--- src/rtl/dram_read_arbiter.sv ---
// Round-robin arbiter sharing one DRAM read channel among NUM_REQ requesters.
// One burst in flight; beats are counted, steered to the owner, and timed out.
module dram_read_arbiter #(
  parameter int NUM_REQ         = 2,
  parameter int DRAM_ADDR_WIDTH = 39,
  parameter int DRAM_DATA_WIDTH = 512,
  parameter int TIMEOUT_CYCLES  = 4096,
  localparam int GW = $clog2(NUM_REQ),
  localparam int TW = $clog2(TIMEOUT_CYCLES + 1)
) (
  input  logic                           clk_pixel,
  input  logic                           dram_arbiter_reset,
  input  logic [NUM_REQ-1:0]             req_valid,
  output logic [NUM_REQ-1:0]             req_ready,
  input  logic [NUM_REQ*DRAM_ADDR_WIDTH-1:0] req_addr,
  input  logic [NUM_REQ*8-1:0]           req_len,
  output logic [NUM_REQ-1:0]             resp_valid,
  output logic [NUM_REQ-1:0]             resp_last,
  output logic [DRAM_DATA_WIDTH-1:0]     resp_data,
  output logic [GW-1:0]                  grant_id,
  output logic                           arb_timeout,
  output logic                           stray_beat,
  output logic [DRAM_ADDR_WIDTH-1:0]     dram_read_addr,
  output logic [7:0]                     dram_read_len,
  output logic                           dram_read_en,
  input  logic [DRAM_DATA_WIDTH-1:0]     dram_read_data,
  input  logic                           dram_read_data_valid,
  input  logic                           dram_read_busy
);

  localparam logic [1:0] IDLE      = 2'd0;
  localparam logic [1:0] ISSUE     = 2'd1;
  localparam logic [1:0] WAIT_DATA = 2'd2;

  logic [1:0]    state;
  logic [GW-1:0] last_grant;
  logic [GW-1:0] pick;
  logic [GW-1:0] cand;
  logic          found;
  logic          accept;
  logic          is_last;
  logic [8:0]    beat_cnt;
  logic [TW-1:0] tmo;

  // Search starts just past the last owner so it becomes lowest priority.
  always_comb begin
    pick  = '0;
    cand  = '0;
    found = 1'b0;
    for (int k = 1; k <= NUM_REQ; k++) begin
      cand = GW'((int'(last_grant) + k) % NUM_REQ);
      if (!found && req_valid[cand]) begin
        pick  = cand;
        found = 1'b1;
      end
    end
  end

  assign accept = (state == IDLE) && !dram_read_busy && found;

  always_comb begin
    req_ready = '0;
    if (accept)
      req_ready[pick] = 1'b1;
  end

  assign is_last = (beat_cnt == {1'b0, dram_read_len});

  always_comb begin
    resp_valid = '0;
    for (int i = 0; i < NUM_REQ; i++)
      resp_valid[i] = dram_read_data_valid
                   && (state == WAIT_DATA)
                   && (grant_id == GW'(i));
  end

  assign resp_last    = resp_valid & {NUM_REQ{is_last}};
  assign resp_data    = dram_read_data;
  assign dram_read_en = (state == ISSUE);

  always_ff @(posedge clk_pixel) begin
    if (dram_arbiter_reset) begin
      state          <= IDLE;
      dram_read_addr <= '0;
      dram_read_len  <= '0;
      grant_id       <= '0;
      last_grant     <= GW'(NUM_REQ - 1);
      beat_cnt       <= '0;
      tmo            <= '0;
      arb_timeout    <= 1'b0;
      stray_beat     <= 1'b0;
    end else begin
      arb_timeout <= 1'b0;
      stray_beat  <= dram_read_data_valid && (state != WAIT_DATA);
      unique case (state)
        IDLE: begin
          if (accept) begin
            dram_read_addr <= req_addr[int'(pick)*DRAM_ADDR_WIDTH +: DRAM_ADDR_WIDTH];
            dram_read_len  <= req_len[int'(pick)*8 +: 8];
            grant_id       <= pick;
            state          <= ISSUE;
          end
        end
        ISSUE: begin
          beat_cnt <= '0;
          tmo      <= '0;
          state    <= WAIT_DATA;
        end
        WAIT_DATA: begin
          if (dram_read_data_valid) begin
            tmo      <= '0;
            beat_cnt <= beat_cnt + 9'd1;
            if (is_last) begin
              last_grant <= grant_id;
              state      <= IDLE;
            end
          end else if (tmo == TW'(TIMEOUT_CYCLES - 1)) begin
            arb_timeout <= 1'b1;
            last_grant  <= grant_id;
            state       <= IDLE;
          end else begin
            tmo <= tmo + 1'b1;
          end
        end
        default: state <= IDLE;
      endcase
    end
  end

endmodule

--- config.mk ---
export PLATFORM = sky130hd
export DESIGN_NAME = dram_read_arbiter
export DESIGN_NICKNAME = d
export VERILOG_FILES = /design/src/rtl/dram_read_arbiter.sv
export SDC_FILE = /design/constraint.sdc
export NUM_CORES = 1
export LEC_CHECK = 0
export CAP_MARGIN = 15
export CELL_PAD_IN_SITES_DETAIL_PLACEMENT = 1
export CELL_PAD_IN_SITES_GLOBAL_PLACEMENT = 1
export CORE_AREA = 3 3 465 467
export DETAILED_ROUTE_END_ITERATION = 7
export DIE_AREA = 0 0 468 470
export GPL_TIMING_DRIVEN = 0
export PLACE_DENSITY_LB_ADDON = 0.1
export SYNTH_ARGS = -nofsm -noshare
export SYNTH_HDL_FRONTEND = slang
export SYNTH_SLANG_ARGS = --single-unit
--- constraint.sdc ---
create_clock -name clk_pixel -period 2.05 [get_ports clk_pixel]
set_input_delay 0.205 -clock clk_pixel [delete_from_list [all_inputs] [get_ports clk_pixel]]
set_output_delay 0.205 -clock clk_pixel [all_outputs]
set_load 0.02 [all_outputs]
==> results by group <==
Global route
  – Final global-route overflow total: 0
  – Total GRT Usage: 0.0622
  – First-pass GRT wire length: 90000 microns
  – Largest net degree at the start of global routing: 15
  – Initial antenna violation count: 24
  – Vias in the first global route: 9123

Layout
  – Filler Cell Count: around 25000
  – Cell area after layout: 18000 sq um
  – Synthesis-to-layout area growth: 155%
  – Share of layout cells above drive strength 1: 0.391
  – Final std cells w/o fill: 4391
  – Nets: 2174

Routing
  – Routed wl met3: 5700 microns
  – Remaining DRCs: 0
  – DRT iter0 DRCs: 360
  – Drt pass-1 iters: 7
  – M1 wire length: 21600 microns
  – Vias: 8290
  – Met2 WL: 43800 microns
  – WL per Instance: about 17 microns
  – Drt via density: 1.89
  – DR top layer: met5
  – Drt total wl: between 70000 and 80000 microns
  – DRT antenna net count: 0

Synthesis
  – Area of the mapped netlist: around 7100 sq um
  – Synth Net Count: 1479
  – Post-synthesis async set-or-reset flop share: 0
  – Ranking of synthesized cells by area: buf_4 (54%), dfxtp_1 (21%), a222oi_1 (6.7%), nor2_1 (3.8%), xnor2_1 (1.4%)
  – Ys flop type: dfxtp_1
  – Top-count cell post-synth: buf_4
  – Area leader, netlist: buf_4
  – Number of synthesis warnings: 0
  – Synth top area share: 0.544
  – Synth unique cells: 41
  – Register bit total from synthesis: 75
  – Top cells by count, synth: buf_4 (512), dfxtp_1 (75), nor2_1 (71)
  – Cell count after synthesis: 861
  – Mean area per synthesized cell: ~8 sq um
  – Post-synth EDFFs: 0
  – Seq/Total Area, Yosys: 0.212

CTS
  – H-tree levels: 3
  – Clk_lat worst skew: about 430 ps
  – Total CTS buffers: 9
  – CTS Hold Bufs: 0
  – CTS Buffer Depth: 2
  – Clock root cell: clkbuf_16
  – CTS tree: done
  – Clock transition at path regs: roughly 70 ps
  – Clk sinks: between 70 and 80

Timing
  – Final setup margin: -228 ps
  – Final Cycle Share: 1.11
  – Min Tclk post-route: 2280 ps
  – Final hold viol count: 0
  – Final Setup Violations: 2
  – Slew headroom: 0.398
  – Clk_skew: 20.4 ps
  – FMAX: around 440 MHz
  – Max-slew violation count: 0
  – Setup repair after global routing missed its margin: true
  – Worst Max-Slew Pin Slew: 903 ps

Placed design
  – Area post-placement: approximately 17000 sq um
  – Inst Count DP: 4353
  – DPL Wire Length: 66200 microns
  – RD Place Congestion: 0.911
  – Post-Place Worst Slack: -1220 ps
  – Port bufs: 667

Die
  – Ports: 1181
  – Num rows: 169
  – DIE AREA: 220000 sq um
  – CORE AREA: 212000 sq um
  – Initial Util: 0.0333
  – Die X: 468 microns
  – Die H: 470 microns

Setup path
  – Critical Path Sink Type: primary output
  – Worst path required time: ~1900 ps
  – Crit path DAT: 2070 ps
  – CP Cell Sequence: xor2_1 > or4_4 > nor4_4 > buf_4 > nor2b_4 > buf_6
  – CP max-delay cell: or4_4
  – Max incr delay on CP: roughly 540 ps
  – CP Max Fanout: 5
  – Startpoint types: flop
  – Crit Path Class: flop to primary output

Run status
  – Status: finished, violations left
  – Failing checks: setup timing

Power
  – Peak supply drop: 0.487 mV
  – P per Cell Area: 480 nW/um^2
  – Pleak: approximately 6.6 nW
  – Pwr Total: 8.64 mW

Hold path
  – Worst hold path class: input port to flop

Job
  – Max-cap viol count: 0
[logic make-up after synthesis]
logic type	share of synthesized area
buf+inv	0.561
xor+xnor	0.0211
simple gates	0.0908
flops	0.212
compound gates	0.0949
fa+ha+maj	0.0106
mux	0.00903
[path summary, 6_finish.rpt]
path / start / depth (start not counted) / slack, ps / end
setup / recovery: beat_cnt[5]$_SDFFE_PP0P_ / 6 / -230 / resp_last[0]
hold / removal: dram_arbiter_reset / 2 / 340 / stray_beat$_SDFF_PP0_
setup reg to reg: beat_cnt[5]$_SDFFE_PP0P_ / 9 / 90 / last_grant$_SDFFE_PP1P_
hold reg to reg: tmo[12]$_SDFFE_PP0P_ / 1 / 490 / tmo[12]$_SDFFE_PP0P_
[flip-flops by register name, indices dropped and copies added, names as in the netlist]
register and flops:
arb_timeout 1, beat_cnt 9, dram_read_addr 39, dram_read_len 8, grant_id 1, last_grant 1
state 2, stray_beat 1, tmo 13
[placed cells by master, fill, tap and decap left out, types with 6 or more instances in the layout]
cell type / netlist / routed
a21oi_1: 11 / 10
a222oi_1: 47 / 47
buf_4: 512 / 532
clkbuf_1: 21 / 8
clkbuf_16: 0 / 9
clkdlybuf4s50_1: 0 / 659
dfxtp_1: 75 / 64
dfxtp_2: 0 / 6
diode_2: 0 / 9
nand2_1: 20 / 20
nand3_1: 11 / 9
nor2_1: 71 / 71
xnor2_1: 11 / 11
xor2_1: 6 / 6
[worst max-delay path: cells and delay by family, from the launching register on]
| family | cells | cell delay, ps |
|---|---|---|
| buf+inv | 2 | 290 |
| flops | 1 | 370 |
| simple gates | 3 | 840 |
| xor+xnor | 1 | 160 |
[area by class of cell]
class / count / area [sq um] / area share
buffer: 536 / 4010 / 0.223
sequential: 75 / 1530 / 0.0849
timing repair buffer: 688 / 6870 / 0.382
multi-input combinational: 243 / 1740 / 0.0964
inverter: 3 / 18.8 / 0.00104
clock inverter: 6 / 48.8 / 0.00271
tap: 2821 / 3530 / 0.196
clock buffer: 10 / 239 / 0.0133
antenna: 9 / 22.5 / 0.00125
[per-layer routing]
layer / up-vias / track usage
met2: 598 / 0.134
met5: - / 0
li1: 3745 / -
met4: 16 / 0.0177
met1: 3871 / 0.0516
met3: 60 / 0.0200
[metrics by stage]
stage          TNS (ps)  hold WS (ps)  utilization
2_1_floorplan         0           355            -
3_3_place_gp     -54060           476       0.0815
3_5_place_dp     -45690           481       0.0817
4_1_cts           -1260           334       0.0842
5_1_grt            -660           382       0.0847
6_report           -438           345       0.0848
[what timing repair did]
item / 4_1_cts / 5_1_grt
gates resized for setup: 84 / 35
pin swaps: 3 / 4
endpoints found under the setup margin: 82 / 31
buffers inserted: 11 / 7
[where the power goes]
group,leakage (nW),switching (mW),internal (mW)
clock,0.137,1.03,0.871
combinational,5.85,2.49,2.46
sequential,0.617,0.155,1.64
total,6.60,3.67,4.97
Power figures use the tool's default switching activity.
